### config.mk
export PLATFORM = sky130hd
export DESIGN_NAME = medidor_reacao_flat
export DESIGN_NICKNAME = d
export VERILOG_FILES = /design/src/rtl/medidor_reacao_if.sv /design/src/rtl/medidor_reacao.sv /design/src/flat_wrapper.sv
export SDC_FILE = /design/constraint.sdc
export NUM_CORES = 1
export LEC_CHECK = 0
export CAP_MARGIN = 20
export CORE_UTILIZATION = 45
export CTS_BUF_LIST = sky130_fd_sc_hd__clkbuf_4 sky130_fd_sc_hd__clkbuf_8
export DETAILED_ROUTE_END_ITERATION = 7
export PLACE_DENSITY = 0.68
export SLEW_MARGIN = 20
export SYNTH_ARGS = -nofsm -noshare
export SYNTH_HDL_FRONTEND = slang
export SYNTH_SLANG_ARGS = --single-unit
export TNS_END_PERCENT = 50
### constraint.sdc
create_clock -name clk -period 4.3 [get_ports clk]
set_clock_uncertainty 0.05 [all_clocks]
set_input_delay 0.645 -clock clk [delete_from_list [all_inputs] [get_ports clk]]
set_output_delay 0.645 -clock clk [all_outputs]
set_load 0.01 [all_outputs]
### src/rtl/medidor_reacao_if.sv
// Player-facing signal bundle of the reaction-time meter.
// master: the side that drives tick/start/botao. slave: the meter itself.
`timescale 1ns/1ps
interface medidor_reacao_if;
    logic        tick_1ms;
    logic        start;
    logic        botao;
    logic        led_estimulo;
    logic [13:0] tempo_ms;
    logic        valido;
    logic        queima_largada;
    logic        estouro;
    logic        ocupado;

    modport master (
        output tick_1ms, start, botao,
        input  led_estimulo, tempo_ms, valido, queima_largada, estouro, ocupado
    );

    modport slave (
        input  tick_1ms, start, botao,
        output led_estimulo, tempo_ms, valido, queima_largada, estouro, ocupado
    );
endinterface

### src/rtl/medidor_reacao.sv
// Reaction-time meter: waits a pseudo-random delay, lights the stimulus lamp,
// then counts milliseconds until the player presses the button.
//
// state   | meaning
// OCIOSO  | idle after reset, waiting for start
// ESPERA  | random delay running, lamp off; a press here is a false start
// MEDINDO | lamp on, tempo_ms counting 1 ms ticks
// FIM     | round over, result and flags held until the next start
`timescale 1ns/1ps
module medidor_reacao #(
    parameter int ATRASO_MIN  = 1000,
    parameter int ATRASO_MASK = 4095,
    parameter int TEMPO_MAX   = 9999
) (
    input  logic              clk,
    input  logic              reset,
    medidor_reacao_if.slave   bus
);

    typedef enum logic [1:0] {OCIOSO, ESPERA, MEDINDO, FIM} estado_t;

    localparam logic [15:0] SEMENTE = 16'hACE1;
    localparam logic [13:0] LIMITE  = 14'(TEMPO_MAX);

    estado_t     estado, estado_n;
    logic [15:0] lfsr;
    logic        realim;
    logic [31:0] atraso, atraso_n;

    logic        led_q, led_n;
    logic [13:0] tempo_q, tempo_n;
    logic        valido_q, valido_n;
    logic        queima_q, queima_n;
    logic        estouro_q, estouro_n;
    logic        ocupado_q, ocupado_n;

    // Taps 16/14/13/11 give a maximal-length sequence, so a non-zero seed never hits zero.
    assign realim = lfsr[15] ^ lfsr[13] ^ lfsr[12] ^ lfsr[10];

    // LFSR free-runs every clock so the start instant decides the delay.
    always_ff @(posedge clk or posedge reset) begin
        if (reset) lfsr <= SEMENTE;
        else       lfsr <= {lfsr[14:0], realim};
    end

    // State, delay counter and all outputs are registered together.
    always_ff @(posedge clk or posedge reset) begin
        if (reset) begin
            estado    <= OCIOSO;
            atraso    <= '0;
            led_q     <= 1'b0;
            tempo_q   <= '0;
            valido_q  <= 1'b0;
            queima_q  <= 1'b0;
            estouro_q <= 1'b0;
            ocupado_q <= 1'b0;
        end else begin
            estado    <= estado_n;
            atraso    <= atraso_n;
            led_q     <= led_n;
            tempo_q   <= tempo_n;
            valido_q  <= valido_n;
            queima_q  <= queima_n;
            estouro_q <= estouro_n;
            ocupado_q <= ocupado_n;
        end
    end

    // Next-state and next-output decode; a press always outranks a tick in the same cycle.
    always_comb begin
        estado_n  = estado;
        atraso_n  = atraso;
        led_n     = led_q;
        tempo_n   = tempo_q;
        valido_n  = valido_q;
        queima_n  = queima_q;
        estouro_n = estouro_q;

        case (estado)
            OCIOSO, FIM: begin
                if (bus.start) begin
                    atraso_n  = 32'(ATRASO_MIN) + (32'(lfsr) & 32'(ATRASO_MASK));
                    led_n     = 1'b0;
                    tempo_n   = '0;
                    valido_n  = 1'b0;
                    queima_n  = 1'b0;
                    estouro_n = 1'b0;
                    estado_n  = ESPERA;
                end
            end
            ESPERA: begin
                if (bus.botao) begin
                    queima_n = 1'b1;
                    led_n    = 1'b0;
                    estado_n = FIM;
                end else if (bus.tick_1ms) begin
                    // <= 1 also catches a zero-length delay so the round cannot stall.
                    if (atraso <= 32'd1) begin
                        atraso_n = '0;
                        led_n    = 1'b1;
                        tempo_n  = '0;
                        estado_n = MEDINDO;
                    end else begin
                        atraso_n = atraso - 32'd1;
                    end
                end
            end
            MEDINDO: begin
                if (bus.botao) begin
                    valido_n = 1'b1;
                    led_n    = 1'b0;
                    estado_n = FIM;
                end else if (bus.tick_1ms) begin
                    if (tempo_q >= LIMITE) begin
                        estouro_n = 1'b1;
                        led_n     = 1'b0;
                        estado_n  = FIM;
                    end else begin
                        tempo_n = tempo_q + 14'd1;
                    end
                end
            end
            default: estado_n = OCIOSO;
        endcase

        ocupado_n = (estado_n == ESPERA) || (estado_n == MEDINDO);
    end

    assign bus.led_estimulo   = led_q;
    assign bus.tempo_ms       = tempo_q;
    assign bus.valido         = valido_q;
    assign bus.queima_largada = queima_q;
    assign bus.estouro        = estouro_q;
    assign bus.ocupado        = ocupado_q;

endmodule

### src/flat_wrapper.sv
// flat-port wrapper written by rule: the top's interface ports become plain ports
module medidor_reacao_flat 
#(
    parameter int ATRASO_MIN  = 1000,
    parameter int ATRASO_MASK = 4095,
    parameter int TEMPO_MAX   = 9999
)
  (clk, reset, bus_tick_1ms, bus_start, bus_botao, bus_led_estimulo, bus_tempo_ms, bus_valido, bus_queima_largada, bus_estouro, bus_ocupado);
  medidor_reacao_if bus_i ();
  input  logic clk;
  input  logic reset;
  input wire logic [$bits(bus_i.tick_1ms)-1:0] bus_tick_1ms;
  input wire logic [$bits(bus_i.start)-1:0] bus_start;
  input wire logic [$bits(bus_i.botao)-1:0] bus_botao;
  output wire logic [$bits(bus_i.led_estimulo)-1:0] bus_led_estimulo;
  output wire logic [$bits(bus_i.tempo_ms)-1:0] bus_tempo_ms;
  output wire logic [$bits(bus_i.valido)-1:0] bus_valido;
  output wire logic [$bits(bus_i.queima_largada)-1:0] bus_queima_largada;
  output wire logic [$bits(bus_i.estouro)-1:0] bus_estouro;
  output wire logic [$bits(bus_i.ocupado)-1:0] bus_ocupado;
  assign bus_i.tick_1ms = bus_tick_1ms;
  assign bus_i.start = bus_start;
  assign bus_i.botao = bus_botao;
  assign bus_led_estimulo = bus_i.led_estimulo;
  assign bus_tempo_ms = bus_i.tempo_ms;
  assign bus_valido = bus_i.valido;
  assign bus_queima_largada = bus_i.queima_largada;
  assign bus_estouro = bus_i.estouro;
  assign bus_ocupado = bus_i.ocupado;
  medidor_reacao #(.ATRASO_MIN(ATRASO_MIN), .ATRASO_MASK(ATRASO_MASK), .TEMPO_MAX(TEMPO_MAX)) u_core (.clk(clk), .reset(reset), .bus(bus_i));
endmodule
==> results.cfg, run 1 <==
[status]
outcome = finished, final reports clean

[cts]
post_cts_buffers = 0
clk_latency_ps = 360
cts_max_level = 3
cts_max_path_buffers = 2
post_cts_resized = 0
cts-root-buf = clkbuf_8
cts_tree = built
cts_hold_buf = 0
numCtsBuffers = 9
cts.clk_slew.worst_paths_ps = 80
cts_sinks = 69

[floorplanning]
dieHeight_um = 93.41
io_pins = 24
die_w_um = 93.41
rows = 32
core-area_sq_um = 7888
start_util_pct = 47.67
dieArea_sq_um = 8724

[setup_path]
crit_path_max_fanout = 17
worst_r2r_path_depth = 5
critPathBufInv = 0
cp-end-kind = flip-flop
max_stage_delay_ps = 700
crit_arrival_ps = 3040
reg2reg_slack_ps = 1470
crit_path_cell_trace = or4_1, nor4_4, a41oi_4, or3_4, o41ai_2
path_delay_family = simple AND/OR/NAND/NOR gates
startpoint_type = flip-flop
cp.depth = 5
worstSetupPathType = flip-flop to flip-flop
required_ps = 4510
slowest_stage = or4_1

[drt]
first_pass_iters = 4
first_iter_violations = 172
drcViolationCount = 0
wirelength_mm = 8.822
wire_per_inst_um = 16.74
vias_per_cell = 6.139
drt.antenna.violating_nets = 0
vias = 3235

[power]
pwr-share-clk_pct = 23.2
power_frac_seq_pct = 34.4
netSwitchingFraction_pct = 43.27
power_leakage_nw = 1.787
power.switching_mw = 1.051
power_frac_comb_pct = 42.5
cellPowerDensity_nw_per_um2 = 562.1
p_int_mw = 1.378
irDropWorstVdd_v = 0.0002356

[timing]
hold_viol = 0
max_freq_mhz = 353.7
tightest_slew_ps = 871.0
min_period_over_period_pct = 65.76
rsz0062_at_grt = no
period_minus_slack_ps = 2827
report.final.slew_viol_count = 0
maxSlewHeadroom_pct = 41.49
finalSetupViolCount = 0
tns_ps = 0

[finish]
finalNonFillerCells = 527
area_growth_syn_to_layout_pct = 14.91
nets = 431
design_area_sq_um = 4320
insertedDiodeCount = 0
regArea_sq_um = 1737
drive_gt1_share_pct = 10.12
fill_cells = 674
multi_input_area_sq_um = 1907

[place]
globalplace.congestion = 0.8602
post-dp-hpwl_mm = 6.117
io_buffer_count = 23
place_inst = 511
dpl_cell_area_sq_um = 4114

[yosys]
synth-edff-count = 0
synth_cell_types = 59
syn_nets = 405
synthesis.area_sq_um = 3760
synth_ff_type = dfrtp_1
yosys.area.top_type = dfrtp_1
avgSynthCellArea_sq_um = 9.543
synth_top_area_share_pct = 40.60
yosysWarnings = 0
seq_area_frac_synth_pct = 46.19
ys_seq_elements = 69
syn_inst = 394
synth_area_leaders = dfrtp_1 41%, dfstp_2 5.6%, nor2_1 4.1%
ys_async_sr_fraction_pct = 100.0

[global_routing]
grt_pass1_vias = 3008
grt_max_degree = 31
grt_pass1_wl_mm = 14.88
grtUsageTotal_pct = 22.15
antenna_found_initial = 0
grt.overflow.total = 0

[worst_hold_path]
hold_depth = 0
min_path_type = flip-flop to flip-flop

[job]
cap_violations = 0
-- area by class of cell --
| cell class | count | area share (%) |
|---|---|---|
| flip-flops and latches | 69 | 40.20 |
| multi-input cells | 294 | 44.14 |
| repair buffers | 30 | 6.545 |
| clock inverters | 7 | 1.911 |
| well taps | 102 | 2.954 |
| inverters | 16 | 1.390 |
| clock buffers | 9 | 2.867 |
-- worst register-to-register path, delay by kind of cell (launching register included) --
| kind | cells | cell delay (ps) |
|---|---|---|
| AOI/OAI and AO/OA | 2 | 620 |
| DFF | 1 | 460 |
| and+or+nand+nor | 3 | 1610 |
-- power by group through the flow --
stage / logic [mW] / registers [mW] / clock network (mW)
after CTS: 1.03 / 0.832 / 0.572
final: 1.03 / 0.835 / 0.562
after detailed placement: 1.03 / 0.843 / 0
after global placement: 1.01 / 0.842 / 0
after global routing: 1.15 / 0.850 / 0.599
after floorplan: 0.758 / 0.825 / 0
-- through the flow --
stage	worst slack, ps	total power, mW	hold WS (ps)	util (%)
after floorplan	1794	1.583	283.0	-
after global placement	1302	1.853	286.4	52.16
after detailed placement	1250	1.870	298.3	52.16
after CTS	1471	2.434	311.7	54.77
after global routing	1283	2.596	323.4	54.77
final	1473	2.429	308.0	54.77
-- cells in the mapped netlist, types with 2 or more instances --
master / instances
and3_1: 4
nand4_1: 16
o22a_1: 2
nor4_1: 9
o32ai_1: 2
o311ai_1: 2
nor4_4: 2
o31ai_1: 9
or2_2: 2
dfrtp_1: 61
o211ai_1: 4
or3_1: 9
a2bb2oi_1: 2
nand2_1: 16
buf_2: 4
nand2b_1: 7
nor2_1: 41
o22ai_1: 5
a211oi_1: 2
xnor2_1: 5
o21ai_0: 25
or4_1: 16
inv_1: 15
clkbuf_1: 9
dfstp_2: 8
a32oi_1: 4
xor2_1: 16
a21oi_1: 22
nand3_1: 14
nor3b_1: 3
a22o_1: 3
a31oi_1: 3
ha_1: 6
nor3_1: 15
a311oi_1: 3
a211o_1: 3
o2bb2ai_1: 3
-- routing by layer --
metal / wire, um / track usage [%]
met2: 4045 / 33.70
met5: 0 / 0
met3: 481 / 5.203
met4: 145 / 8.333
met1: 4150 / 30.66
-- state kept, by name, summed over array words and instances (netlist names) --
register                   cells
u_core.atraso                 32
u_core.lfsr                   16
u_core.bus.tempo_ms           14
u_core.estado                  2
u_core.bus.estouro             1
u_core.bus.led_estimulo        1
u_core.bus.ocupado             1
u_core.bus.queima_largada      1
u_core.bus.valido              1
-- path summary, 6_finish.rpt --
| path | from | end |
|---|---|---|
| worst max-delay path | u_core.atraso[18] | u_core.bus.tempo_ms[5] |
| worst min-delay path | u_core.lfsr[14] | u_core.lfsr[15] |
| worst max register to register | u_core.atraso[18] | u_core.bus.tempo_ms[5] |
| worst min register to register | u_core.lfsr[14] | u_core.lfsr[15] |
| max in group asynchronous | reset | u_core.lfsr[13] |
| min in group asynchronous | reset | u_core.bus.ocupado |
-- layout by cell type, fill, tap and decap left out, drive strengths merged, types with 5 or more instances in the layout --
cell,instances
a21oi,22
clkdlybuf4s50,23
nor4,11
dfstp,8
or3,10
nand3,14
nor3,15
o31ai,10
nand2b,7
xor2,16
buf,7
nor2,41
dfrtp,61
clkbuf,9
xnor2,5
nand2,16
o22ai,5
nand4,16
o21ai,25
inv,18
ha,6
or4,16
-- cell families (layout without fill, tap and decap cells) --
| logic type | after synthesis | count (layout) | synth area share (%) |
|---|---|---|---|
| xor gates and xnor gates | 21 | 21 | 4.892 |
| buffers and inverters | 31 | 62 | 3.427 |
| and+or+nand+nor | 162 | 162 | 24.03 |
| DFF | 69 | 69 | 46.19 |
| AOI/OAI and AO/OA | 105 | 105 | 19.47 |
| adders and majority gates | 6 | 6 | 1.997 |
No activity file was read; power rests on OpenSTA's default activity.
==> run 2: changes to the inputs <==
==> constraint.sdc (replaced) <==
create_clock -name clk -period 2.85 [get_ports clk]
set_clock_uncertainty 0.05 [all_clocks]
set_input_delay 0.4275 -clock clk [delete_from_list [all_inputs] [get_ports clk]]
set_output_delay 0.4275 -clock clk [all_outputs]
set_load 0.01 [all_outputs]
==> run 2 against run 1 <==
  * Worst setup slack worse by 1300 ps
  * Via count grew 2.2%
  * Register-to-register slack got worse by 1300 ps
  * Critical path type unchanged
  * Core utilization is 1.3 points higher
  * Largest cell class unchanged
  * Sequential power increased by 51%
  * Highest routed layer unchanged
==> results.cfg, run 2 (synthesis results as in run 1) <==
[power]
irDropWorstVdd_v = 0.0003502
cellPowerDensity_nw_per_um2 = 837.9
p_int_mw = 2.117
power_leakage_nw = 1.871
pwr-share-clk_pct = 20.0
power.total_mw = 3.707
power.switching_mw = 1.590
power_frac_seq_pct = 34.0
power_frac_comb_pct = 46.0
netSwitchingFraction_pct = 42.90

[finish]
regMostFlops = u_core.atraso
finalNonFillerCells = 544
nets = 448
largest_register_ffs = 32
fill_cells = 681
drive_gt1_share_pct = 13.57
insertedDiodeCount = 0
layout_commonest_cell = dfrtp_1
area_growth_syn_to_layout_pct = 17.67
regArea_sq_um = 1737
multi_input_area_sq_um = 1907
final_cell_mix = 61 x dfrtp_1, 41 x nor2_1, 25 x o21ai_0, 24 x buf_4, 23 x clkdlybuf4s50_1

[timing]
rsz0062_at_grt = no
tightest_slew_ps = 927.4
hold_viol = 0
maxSlewHeadroom_pct = 37.50
tns_ps = 0
report.final.slew_viol_count = 0
period_minus_slack_ps = 2684
max_freq_mhz = 372.6
finalSetupViolCount = 0
min_period_over_period_pct = 94.17

[cts]
post_cts_resized = 0
cts_max_path_buffers = 2
post_cts_buffers = 0
clk_latency_ps = 340
cts_sinks = 69
cts.clk_slew.worst_paths_ps = 80
cts-root-buf = clkbuf_8
cts_max_level = 3
cts_tree = built
cts_hold_buf = 0
numCtsBuffers = 9

[setup_path]
reg2reg_slack_ps = 170
rr_endpoint = u_core.bus.tempo_ms[5]
critPathBufInv = 0
crit_path_max_fanout = 8
crit_arrival_ps = 2880
slowest_stage = or4_1
worstSetupPathType = flip-flop to flip-flop
cp-end-kind = flip-flop
crit_path_cell_trace = or4_1, nor4_4, a41oi_4, or3_4, o41ai_2
path_delay_family = simple AND/OR/NAND/NOR gates
required_ps = 3040
startpoint_type = flip-flop
timing.rr.start = u_core.atraso[18]
max_stage_delay_ps = 680
worst_r2r_path_depth = 5

[global_routing]
antenna_found_initial = 0
grt_max_degree = 43
grt.overflow.total = 0
grt_pass1_vias = 3064
grtUsageTotal_pct = 22.84
grt_pass1_wl_mm = 15.43

[place]
globalplace.congestion = 0.8591
post-dp-hpwl_mm = 6.526
io_buffer_count = 23
place_inst = 528

[drt]
drcViolationCount = 0
drt.antenna.violating_nets = 0
first_pass_iters = 5
vias_per_cell = 6.075
vias = 3305
first_iter_violations = 198
wirelength_mm = 9.048
wire_per_inst_um = 16.63

[floorplanning]
die_w_um = 93.41
rows = 32
core-area_sq_um = 7888
dieArea_sq_um = 8724
start_util_pct = 47.67
io_pins = 24
dieHeight_um = 93.41

[status]
outcome = finished, final reports clean

[worst_hold_path]
hold_depth = 0
min_path_type = flip-flop to flip-flop
whs_endpoint = u_core.lfsr[15]
min_from = u_core.lfsr[14]

[job]
cap_violations = 0
==> run 2: cell types whose count changed in the layout (fill, tap and decap cells not counted) <==
cell,before,now
clkbuf_8,9,10
clkinv_2,0,2
inv_8,1,0
buf_4,7,24
bufinv_16,1,0
clkinvlp_4,2,0
clkinv_4,1,2
==> run 2: metrics by stage <==
| step | utilization (%) | cell area (sq um) | setup WS, ps | hold slack (ps) |
|---|---|---|---|---|
| after floorplan | - | 3760 | 344.5 | 283.0 |
| after global placement | 53.78 | 4242 | 195.8 | 293.6 |
| after detailed placement | 53.78 | 4242 | 153.7 | 292.3 |
| after CTS | 56.09 | 4424 | 156.2 | 316.4 |
| after global routing | 56.09 | 4424 | 31.08 | 321.8 |
| final | 56.09 | 4424 | 166.1 | 312.9 |
==> run 2: how the worst max path moves through the flow <==
| stage | slack, ps | startpoint | end | depth (start not counted) |
|---|---|---|---|---|
| final | 170 | u_core.atraso[18] | u_core.bus.tempo_ms[5] | 5 |
| after global routing | 30 | u_core.atraso[0] | u_core.atraso[30] | 7 |
| after detailed placement | 150 | u_core.atraso[18] | u_core.bus.tempo_ms[5] | 5 |
| after CTS | 160 | u_core.atraso[18] | u_core.bus.tempo_ms[5] | 5 |
| after global placement | 200 | bus_tick_1ms | u_core.atraso[31] | 6 |
| after floorplan | 340 | u_core.atraso[0] | u_core.atraso[30] | 7 |
==> run 2: layout make-up <==
| cell class | count | share of cell area (%) |
|---|---|---|
| clock inverter | 6 | 1.018 |
| sequential | 69 | 39.25 |
| inverter | 16 | 1.357 |
| multi-input combinational | 294 | 43.10 |
| clock buffer | 10 | 3.111 |
| tap | 102 | 2.885 |
| timing repair buffer | 47 | 9.276 |
==> run 2: worst register-to-register path: cells and delay by family, from the launching register on <==
family / cells / cell delay, ps
AOI/OAI and AO/OA: 2 / 560
and+or+nand+nor: 3 / 1530
DFF: 1 / 460
==> run 2: metal layers <==
layer / share of wire (%) / wire [um] / track usage [%]
met5: 0 / 0 / 0
met2: 47 / 4265 / 35.05
met3: 4.1 / 368 / 3.577
met1: 47 / 4275 / 32.18
met4: 1.5 / 138 / 9.359
==> run 2: power by group through the flow <==
stage	registers, mW	logic (mW)	clock network [mW]
floorplan	1.24	1.14	0
global placement	1.27	1.66	0
detailed placement	1.27	1.69	0
CTS	1.26	1.70	0.760
global route	1.29	1.89	0.810
finish	1.26	1.70	0.743
==> run 3: changes to the inputs <==
--- a/config.mk
+++ b/config.mk
@@ -9,7 +9,7 @@
 export CORE_UTILIZATION = 45
 export CTS_BUF_LIST = sky130_fd_sc_hd__clkbuf_4 sky130_fd_sc_hd__clkbuf_8
 export DETAILED_ROUTE_END_ITERATION = 7
-export PLACE_DENSITY = 0.68
+export PLACE_DENSITY = 0.65
 export SLEW_MARGIN = 20
 export SYNTH_ARGS = -nofsm -noshare
 export SYNTH_HDL_FRONTEND = slang
==> run 3 against run 2 <==
  * Fmax rose by 0.11%
  * Cell area rose by 0.65%
  * Clock power rose by 12%
  * Global-route usage rose by 0.10 points
  * Register-to-register slack barely moved
  * Hold slack improved by 17 ps
  * Largest cell class unchanged
  * Highest routed layer unchanged
==> results.cfg, run 3 (synthesis results as in run 1) <==
[place]
post-dp-hpwl_mm = 6.367
io_buffer_count = 23
pre_cts_ws_ps = 139.3
globalplace.congestion = 0.8830

[cts]
numCtsBuffers = 9
cts_sinks = 69
clk_latency_ps = 350
cts-root-buf = clkbuf_8
post_cts_resized = 0
cts_hold_buf = 0
cts_max_path_buffers = 2
cts_tree = built
cts.clk_slew.worst_paths_ps = 80
post_cts_buffers = 0
cts_max_level = 3

[timing]
tightest_slew_ps = 789.0
finalSetupViolCount = 0
rsz0062_at_grt = no
report.final.slew_viol_count = 0
min_period_over_period_pct = 94.07
finalWorstSetupSlack_ps = 169.1
max_freq_mhz = 373.0
hold_viol = 0
period_minus_slack_ps = 2681
maxSlewHeadroom_pct = 47.22
tns_ps = 0

[finish]
insertedDiodeCount = 0
largest_register_ffs = 32
fill_cells = 687
regArea_sq_um = 1737
area_growth_syn_to_layout_pct = 18.44
utilization_pct = 56.46
multi_input_area_sq_um = 1918
nets = 446
regMostFlops = u_core.atraso
layout_commonest_cell = dfrtp_1
drive_gt1_share_pct = 13.18
final_cell_mix = 61 x dfrtp_1, 41 x nor2_1, 25 x o21ai_0, 23 x clkdlybuf4s50_1, 22 x a21oi_1

[drt]
wirelength_mm = 9.151
wire_per_inst_um = 16.88
drcViolationCount = 0
first_iter_violations = 218
vias_per_cell = 6.046
vias = 3277
drt.antenna.violating_nets = 0
first_pass_iters = 5

[floorplanning]
io_pins = 24
core-area_sq_um = 7888
die_w_um = 93.41
dieArea_sq_um = 8724
dieHeight_um = 93.41
start_util_pct = 47.67
rows = 32

[setup_path]
required_ps = 3050
path_delay_family = simple AND/OR/NAND/NOR gates
crit_path_cell_trace = or4_1, nor4_4, a41oi_4, or3_4, o41ai_2
worst_r2r_path_depth = 5
rr_endpoint = u_core.bus.tempo_ms[5]
crit_arrival_ps = 2880
worstSetupPathType = flip-flop to flip-flop
max_stage_delay_ps = 680
crit_path_max_fanout = 8
cp-end-kind = flip-flop
timing.rr.start = u_core.atraso[18]
critPathBufInv = 0
startpoint_type = flip-flop
slowest_stage = or4_1
reg2reg_slack_ps = 170

[worst_hold_path]
whs_endpoint = u_core.lfsr[15]
hold_depth = 0
min_from = u_core.lfsr[14]
min_path_type = flip-flop to flip-flop

[job]
cap_violations = 0

[status]
outcome = finished, final reports clean

[global_routing]
grt_pass1_vias = 3098
grtUsageTotal_pct = 22.94
grt.overflow.total = 0
busiest_layer = met1
antenna_found_initial = 0
met3_usage_pct = 5.854
met1_usage_pct = 34.94
grt_pass1_wl_mm = 15.68
grt_max_degree = 52
grtUsageMet2_pct = 32.41

[power]
irDropWorstVdd_v = 0.0004592
power_leakage_nw = 1.896
cellPowerDensity_nw_per_um2 = 855.4
run 3: changes by cell type in the layout (fill, tap and decap cells not counted), sizes merged:
| cell | delta |
|---|---|
| buf | -2 |
| clkbuf | -1 |
| bufinv | +1 |
| clkinv | -2 |
| inv | +2 |
run 3: worst max path at each step:
stage                                      start                     end  slack, ps  depth (start not counted)
final                          u_core.atraso[18]  u_core.bus.tempo_ms[5]        170                          5
after global routing           u_core.atraso[11]        u_core.atraso[6]         30                          6
after CTS                 u_core.bus.tempo_ms[1]  u_core.bus.tempo_ms[9]        130                          6
after detailed placement  u_core.bus.tempo_ms[1]  u_core.bus.tempo_ms[9]        140                          6
after global placement         u_core.atraso[18]  u_core.bus.tempo_ms[5]        230                          5
after floorplan                 u_core.atraso[0]       u_core.atraso[30]        340                          7
run 3: area by class of cell:
class | instances | area share [%]
clock buffer | 9 | 2.782
clock inverter | 7 | 1.770
inverter | 16 | 1.349
multi-input combinational | 294 | 43.07
sequential | 69 | 39.00
tap | 102 | 2.866
timing repair buffer | 45 | 9.160
run 3: metrics by stage:
step | instance area (sq um) | power, mW | hold WS (ps) | std cells
2_1_floorplan | 3760 | 2.389 | 283.0 | 394
3_3_place_gp | 4239 | 2.928 | 290.8 | 526
3_5_place_dp | 4239 | 2.947 | 319.4 | 526
4_1_cts | 4442 | 3.801 | 338.9 | 542
5_1_grt | 4453 | 4.073 | 342.3 | 542
6_report | 4453 | 3.809 | 330.0 | 542
run 3: report_power, final:
| part | total [mW] | internal, mW | switching, mW |
|---|---|---|---|
| combinational | 1.72 | 0.661 | 1.06 |
| sequential | 1.25 | 1.11 | 0.143 |
| clock | 0.832 | 0.416 | 0.416 |
run 3: routing by layer:
| metal | routed length (um) | vias up |
|---|---|---|
| li1 | - | 1582 |
| met1 | 4585 | 1592 |
| met2 | 4048 | 97 |
| met3 | 486 | 6 |
| met4 | 31 | 0 |
| met5 | 0 | - |
run 3: worst reg2reg max path: cells and delay by family, from the launching register on:
kind / cells / cell delay, ps
and+or+nand+nor: 3 / 1560
DFF: 1 / 450
AOI/OAI and AO/OA: 2 / 530
